[src/rtl/l1_writeback_buffer.sv]
// l1_writeback_buffer: queues dirty 16-byte L1 victims and drains each one
// to L2 as a word burst, while answering single-cycle lookups so that an L1
// miss to a block still sitting here is served from the buffer.
// Optional feature macro: WB_FORWARD_EN builds the lookup compare/forwarding
// path; without it lookup_hit and lookup_data are tied to zero.
//
// Handshake: a wb beat transfers on a rising edge where wb_valid && wb_ready;
// once wb_valid is high it stays high, and wb_addr/wb_data/wb_last hold
// stable, until that transfer happens. An eviction is taken on
// evict_valid && evict_ready.
module l1_writeback_buffer #(
    parameter int DEPTH           = 4,
    parameter int ADDRESS_WIDTH   = 32,
    parameter int DATA_WIDTH      = 32,
    parameter int WORDS_PER_BLOCK = 4
) (
    input  logic                                  clk,
    input  logic                                  rst_n,
    input  logic                                  evict_valid,
    output logic                                  evict_ready,
    input  logic [ADDRESS_WIDTH-1:0]              evict_addr,
    input  logic [DATA_WIDTH*WORDS_PER_BLOCK-1:0] evict_data,
    output logic                                  wb_valid,
    input  logic                                  wb_ready,
    output logic [ADDRESS_WIDTH-1:0]              wb_addr,
    output logic [DATA_WIDTH-1:0]                 wb_data,
    output logic                                  wb_last,
    input  logic                                  lookup_valid,
    input  logic [ADDRESS_WIDTH-1:0]              lookup_addr,
    output logic                                  lookup_hit,
    output logic [DATA_WIDTH*WORDS_PER_BLOCK-1:0] lookup_data,
    output logic [$clog2(DEPTH+1)-1:0]            count,
    output logic                                  buf_empty,
    output logic                                  dbg_state
);
    localparam int BLOCK_W = DATA_WIDTH * WORDS_PER_BLOCK;
    localparam int BEAT_W  = $clog2(WORDS_PER_BLOCK);
    localparam int BYTE_W  = $clog2(DATA_WIDTH / 8);
    localparam int OFF_W   = BEAT_W + BYTE_W;
    localparam int TAG_W   = ADDRESS_WIDTH - OFF_W;
    localparam int PTR_W   = $clog2(DEPTH);
    localparam int CNT_W   = $clog2(DEPTH + 1);
    localparam logic [BEAT_W-1:0] LAST_BEAT = BEAT_W'(WORDS_PER_BLOCK - 1);

    typedef enum logic {IDLE = 1'b0, BURST = 1'b1} state_t;

    logic [TAG_W-1:0]   tag_mem  [DEPTH];
    logic [BLOCK_W-1:0] data_mem [DEPTH];

    state_t             state_q, state_n;
    logic [PTR_W-1:0]   head_q, head_n, tail_q, tail_n;
    logic [CNT_W-1:0]   count_q, count_n;
    logic [BEAT_W-1:0]  beat_q, beat_n;

    logic               wb_valid_q, wb_last_q;
    logic [ADDRESS_WIDTH-1:0] wb_addr_q;
    logic [DATA_WIDTH-1:0]    wb_data_q;

    logic [PTR_W-1:0]   age_idx [DEPTH];
    logic [DEPTH-1:0]   age_valid;
    logic [TAG_W-1:0]   evict_tag;
    logic               merge_hit;
    logic [PTR_W-1:0]   merge_idx;
    logic               wr_en, push, pop;
    logic [PTR_W-1:0]   wr_idx;
    logic [TAG_W-1:0]   nxt_tag;
    logic [BLOCK_W-1:0] nxt_data;
    logic               unused_addr_bits;

    assign evict_tag   = evict_addr[ADDRESS_WIDTH-1:OFF_W];
    assign evict_ready = (count_q < CNT_W'(DEPTH));
    assign count       = count_q;
    assign buf_empty   = (count_q == '0);
    assign wb_valid    = wb_valid_q;
    assign wb_addr     = wb_addr_q;
    assign wb_data     = wb_data_q;
    assign wb_last     = wb_last_q;
    assign dbg_state   = state_q;

    // Entries ordered oldest (offset 0 = head) to youngest, with occupancy.
    always_comb begin
        for (int i = 0; i < DEPTH; i++) begin
            age_idx[i]   = head_q + PTR_W'(i);
            age_valid[i] = (CNT_W'(i) < count_q);
        end
    end

    // Merge target: a queued copy of the evicted block other than the head
    // that is currently bursting out.
    always_comb begin
        merge_hit = 1'b0;
        merge_idx = '0;
        for (int i = 0; i < DEPTH; i++) begin
            if (age_valid[i] && (i != 0 || state_q != BURST) &&
                tag_mem[age_idx[i]] == evict_tag) begin
                merge_hit = 1'b1;
                merge_idx = age_idx[i];
            end
        end
    end

    // Queue bookkeeping and drain FSM next state.
    always_comb begin
        wr_en   = evict_valid && evict_ready;
        push    = wr_en && !merge_hit;
        wr_idx  = merge_hit ? merge_idx : tail_q;
        pop     = wb_valid_q && wb_ready && (beat_q == LAST_BEAT);
        count_n = count_q + CNT_W'(push) - CNT_W'(pop);
        head_n  = pop  ? head_q + PTR_W'(1) : head_q;
        tail_n  = push ? tail_q + PTR_W'(1) : tail_q;
        state_n = state_q;
        beat_n  = beat_q;
        case (state_q)
            IDLE: begin
                if (count_n != '0) begin
                    state_n = BURST;
                    beat_n  = '0;
                end
            end
            BURST: begin
                if (wb_valid_q && wb_ready) begin
                    if (beat_q == LAST_BEAT) begin
                        beat_n = '0;
                        if (count_n == '0) state_n = IDLE;
                    end else begin
                        beat_n = beat_q + BEAT_W'(1);
                    end
                end
            end
            default: state_n = IDLE;
        endcase
        // The next head may be written this very cycle (enqueue into an
        // emptying buffer, or a merge into the entry about to become head).
        if (wr_en && wr_idx == head_n) begin
            nxt_tag  = evict_tag;
            nxt_data = evict_data;
        end else begin
            nxt_tag  = tag_mem[head_n];
            nxt_data = data_mem[head_n];
        end
    end

    // Control state, pointers and the registered burst outputs.
    always_ff @(posedge clk or negedge rst_n) begin
        if (!rst_n) begin
            state_q    <= IDLE;
            head_q     <= '0;
            tail_q     <= '0;
            count_q    <= '0;
            beat_q     <= '0;
            wb_valid_q <= 1'b0;
            wb_last_q  <= 1'b0;
            wb_addr_q  <= '0;
            wb_data_q  <= '0;
        end else begin
            state_q    <= state_n;
            head_q     <= head_n;
            tail_q     <= tail_n;
            count_q    <= count_n;
            beat_q     <= beat_n;
            wb_valid_q <= (state_n == BURST);
            wb_last_q  <= (state_n == BURST) && (beat_n == LAST_BEAT);
            if (state_n == BURST) begin
                wb_addr_q <= {nxt_tag, beat_n, {BYTE_W{1'b0}}};
                wb_data_q <= nxt_data[beat_n*DATA_WIDTH +: DATA_WIDTH];
            end else begin
                wb_addr_q <= '0;
                wb_data_q <= '0;
            end
        end
    end

    // Block storage; occupancy is tracked by the pointers, so no reset.
    always_ff @(posedge clk) begin
        if (wr_en) begin
            tag_mem[wr_idx]  <= evict_tag;
            data_mem[wr_idx] <= evict_data;
        end
    end

`ifdef WB_FORWARD_EN
    logic [TAG_W-1:0]   lk_tag;
    logic               lk_hit;
    logic [BLOCK_W-1:0] lk_data;
    logic               lookup_hit_q;
    logic [BLOCK_W-1:0] lookup_data_q;

    assign lk_tag           = lookup_addr[ADDRESS_WIDTH-1:OFF_W];
    assign unused_addr_bits = ^{evict_addr[OFF_W-1:0], lookup_addr[OFF_W-1:0]};
    assign lookup_hit       = lookup_hit_q;
    assign lookup_data      = lookup_data_q;

    // Parallel compare against pre-write contents; the youngest match wins.
    always_comb begin
        lk_hit  = 1'b0;
        lk_data = '0;
        for (int i = 0; i < DEPTH; i++) begin
            if (age_valid[i] && tag_mem[age_idx[i]] == lk_tag) begin
                lk_hit  = 1'b1;
                lk_data = data_mem[age_idx[i]];
            end
        end
    end

    // Register the lookup result; data holds its last forwarded block.
    always_ff @(posedge clk or negedge rst_n) begin
        if (!rst_n) begin
            lookup_hit_q  <= 1'b0;
            lookup_data_q <= '0;
        end else begin
            lookup_hit_q <= lookup_valid && lk_hit;
            if (lookup_valid && lk_hit) lookup_data_q <= lk_data;
        end
    end
`else
    assign unused_addr_bits = ^{evict_addr[OFF_W-1:0], lookup_addr, lookup_valid};
    assign lookup_hit       = 1'b0;
    assign lookup_data      = '0;
`endif

endmodule

[config.mk]
export PLATFORM = sky130hd
export DESIGN_NAME = l1_writeback_buffer
export DESIGN_NICKNAME = d
export VERILOG_FILES = /design/src/rtl/l1_writeback_buffer.sv
export SDC_FILE = /design/constraint.sdc
export NUM_CORES = 1
export LEC_CHECK = 0
export CORE_MARGIN = 4
export CORE_UTILIZATION = 50
export DETAILED_ROUTE_END_ITERATION = 8
export PLACE_DENSITY_LB_ADDON = 0.05
export SYNTH_ARGS = -nofsm -noshare
export SYNTH_HDL_FRONTEND = slang
export SYNTH_SLANG_ARGS = --single-unit
[constraint.sdc]
create_clock -name clk -period 26.7 [get_ports clk]
set_input_delay 8.01 -clock clk [delete_from_list [all_inputs] [get_ports clk]]
set_output_delay 8.01 -clock clk [all_outputs]
set_load 0.1 [all_outputs]
==> impl_metrics.env <==
export IMPL_die_y_um=265.8
export IMPL_syn_inst=2239
export IMPL_setup_violations=0
export IMPL_synth_cell_types=78
export IMPL_critPathLaunchType="input port"
export IMPL_routedWlPerCell_um=24.78
export IMPL_slew_violations=0
export IMPL_slowest_stage="inv_4"
export IMPL_p_leak_nw=13.56
export IMPL_drc_errors=0
export IMPL_status="complete, no violations"
export IMPL_clockPowerShare_pct=21.5
export IMPL_maxSlewHeadroom_pct=15.88
export IMPL_postCtsHoldBufs=0
export IMPL_crit_buf_inv=5
export IMPL_cp_max_fo=76
export IMPL_start_util_pct=50.44
export IMPL_ios=398
export IMPL_clock_latency_ps=620
export IMPL_drive_above_1_share_pct=14.96
export IMPL_p_total_w=0.005065
export IMPL_yosysTopAreaCell="edfxtp_1"
export IMPL_dieArea_um2=70630
export IMPL_intPower_w=0.002965
export IMPL_area_delta_synth_final_pct=15.50
export IMPL_ir_worst_vdd_v=0.0001510
export IMPL_maxCapViolCount=0
export IMPL_synth_fa_ha_area_share_pct=0.2486
export IMPL_synth_xor_area_share_pct=2.584
export IMPL_syn_area_um2=33220
export IMPL_synth_compound_area_share_pct=4.184
export IMPL_power_frac_comb_pct=48.3
export IMPL_coreArea_um2=65860
export IMPL_wirelength_mm=83.03
export IMPL_dr_pass1_iters=7
export IMPL_ys_warnings_count=0
export IMPL_max_freq_mhz=65.28
export IMPL_ys_seq_elements=697
export IMPL_seqPwrFrac_pct=30.1
export IMPL_cts_buffers=76
export IMPL_switching_share_pct=41.47
export IMPL_synthMuxAreaShare_pct=18.32
export IMPL_antenna_found_initial=12
export IMPL_end_kind="flop"
export IMPL_dpl_hpwl_mm=49.28
export IMPL_synth_top_family_by_area="multiplexers"
export IMPL_tns_ps=0
export IMPL_max_stage_delay_ps=810
export IMPL_clockBufferDepth=3
export IMPL_ctsResizeCount=0
export IMPL_rr_startpoint="head_q[1]"
export IMPL_cts_setup_buffers=0
export IMPL_cp_top_family="simple AND/OR/NAND/NOR gates"
export IMPL_hold_viol_final=0
export IMPL_critical_path_arrival_ps=15840
export IMPL_worstHoldPathType="reg2reg"
export IMPL_seq_area_um2=20570
export IMPL_netlist_top_cells_area="edfxtp_1 (56%), mux4_2 (12%), dfrtp_1 (5.5%)"
export IMPL_grt_ovfl_total=0
export IMPL_synthSimpleGateAreaFrac_pct=7.427
export IMPL_port_buffers=229
export IMPL_p_sw_w=0.002100
export IMPL_multi_input_area_um2=11440
export IMPL_synth_async_reset_ratio_pct=10.47
export IMPL_ys_seq_area_share_pct=61.90
export IMPL_crit_type="in2reg"
export IMPL_layoutNonFillerInstCount=3351
export IMPL_pwr_density_cell_nw_per_um2=132.0
export IMPL_grt_pass1_vias=19430
export IMPL_hold_path_startpoint="tail_q[0]"
export IMPL_ant_nets=0
export IMPL_grt_max_degree=137
export IMPL_worstMarginPinSlew_ps=1262
export IMPL_crit_required_ps=27220
export IMPL_crit_path_start="evict_addr[27]"
export IMPL_ys_flop_type="edfxtp_1"
export IMPL_place_congestion=0.9049
export IMPL_rows=94
export IMPL_cts_max_level=3
export IMPL_dp_cells=3202
export IMPL_num_vias=19400
export IMPL_clk_pin_slew_ps=60
export IMPL_cts_tree="done"
export IMPL_grt_pass1_wl_mm=124.9
export IMPL_fillers=5171
export IMPL_final_nets=2619
export IMPL_synth_top_area_share_pct=56.40
export IMPL_fin_skew_ps=22.37
export IMPL_root_buffer="clkbuf_16"
export IMPL_synth_edf_count=624
export IMPL_grt_total_usage_pct=23.26
export IMPL_drtIter0Drc=1362
export IMPL_clock_sinks=697
export IMPL_rsz0062_at_grt="no"
export IMPL_worstPathCellList="clkdlybuf4s50_1 -> o2bb2ai_1 -> a2111oi_0 -> nand3_1 -> or4_1 -> nor3_1 -> or4_1 -> nor2_1 -> inv_1 -> ha_1 -> inv_1 -> ha_1 -> fa_1 -> or3_1 -> o21a_4 -> inv_4 -> buf_4 -> nand2_1 -> nand3_1 -> o211ai_1 -> mux2i_1"
export IMPL_via_per_inst=5.790
export IMPL_fin_crit_ps=15320
export IMPL_syn_avg_cell_area_um2=14.84
export IMPL_fin_crit_sh_pct=57.37
export IMPL_die_x_um=265.8
## state kept, by name (all words and copies together) (netlist names)
signal,cells
data_mem,512
tag_mem,112
wb_data,32
wb_addr,30
count,3
beat_q,2
head_q,2
tail_q,2
wb_last,1
wb_valid,1
## cells in the final DEF (no fill, tap or decap), drive strengths merged, types with 26 or more instances in the layout
master         synthesis  layout
edfxtp               624     624
clkdlybuf4s50          0     228
nand2                210     210
nor2                 210     210
mux4                 182     182
mux2i                182     182
conb                   1     131
clkbuf                94     112
xnor2                 83      83
nand3                 73      73
dfrtp                 73      73
o211ai                68      68
buf                  191      26
## routing by layer
| metal | GRT usage (%) | part of all wire, % | routed length [um] | vias up |
|---|---|---|---|---|
| met2 | 36.60 | 48 | 39860 | 594 |
| met5 | 0 | 0.11 | 94 | - |
| li1 | - | - | - | 8681 |
| met4 | 6.547 | 1.9 | 1556 | 12 |
| met3 | 4.128 | 6.2 | 5171 | 114 |
| met1 | 33.92 | 44 | 36350 | 10000 |
## cells in the mapped netlist, types with 6 or more instances
master,instances
buf_4,138
mux4_2,180
nand3_1,73
nor3_1,19
and3_1,8
a21oi_1,12
buf_2,15
edfxtp_1,624
mux2i_1,178
nand2b_1,6
o211ai_1,68
a221oi_1,7
xor2_1,15
xnor2_1,83
nor2_1,210
o21ai_0,13
buf_6,11
inv_1,20
clkbuf_1,94
buf_1,27
nand4_1,12
mux2_2,12
dfrtp_1,73
o2111ai_1,7
o22ai_1,10
nand2_1,210
nor4_1,8
## per-stage QoR
step	hold WS [ps]	cell area [um2]	setup slack [ps]	util, %
2_1_floorplan	457.1	33710	4094	-
3_3_place_gp	483.2	35700	10720	54.20
3_5_place_dp	481.7	35700	10710	54.20
4_1_cts	490.8	38350	11370	58.23
5_1_grt	512.8	38370	10970	58.25
6_report	490.4	38370	11380	58.26
## power by group through the flow
stage / sequential, W / combinational [W] / clock (W)
2_1_floorplan: 0.00191 / 0.00154 / 0
3_3_place_gp: 0.00154 / 0.00247 / 0
3_5_place_dp: 0.00155 / 0.00247 / 0
4_1_cts: 0.00153 / 0.00248 / 0.00112
5_1_grt: 0.00155 / 0.00264 / 0.00117
6_report: 0.00153 / 0.00245 / 0.00109
## cell type report
cell class / count / share of cell area, %
Antenna cell: 7 / 0.04565
Timing Repair Buffer: 254 / 6.554
Sequential cell: 697 / 53.61
Multi-Input combinational cell: 1366 / 29.82
Tap cell: 864 / 2.817
Clock inverter: 30 / 0.9880
Clock buffer: 112 / 5.938
Inverter: 21 / 0.2250
## logic make-up after synthesis
| kind of cell | after synthesis |
|---|---|
| DFF | 697 |
| and+or+nand+nor | 573 |
| muxes | 376 |
| buffers and inverters | 306 |
| AOI/OAI and AO/OA | 182 |
| xor gates and xnor gates | 98 |
| adders and majority gates | 6 |
| other | 1 |
## worst paths after layout
check | slack (ps) | cells past startpoint | endpoint
worst min-delay path | 490 | 1 | tail_q[0]
worst max-delay path | 11380 | 21 | wb_data[24]
worst max register to register | 17580 | 22 | wb_data[24]
worst min register to register | 490 | 1 | tail_q[0]
max in group asynchronous | 18040 | 2 | head_q[0]
min in group asynchronous | 7350 | 1 | wb_addr[18]
(Power assumes the default switching activity.)
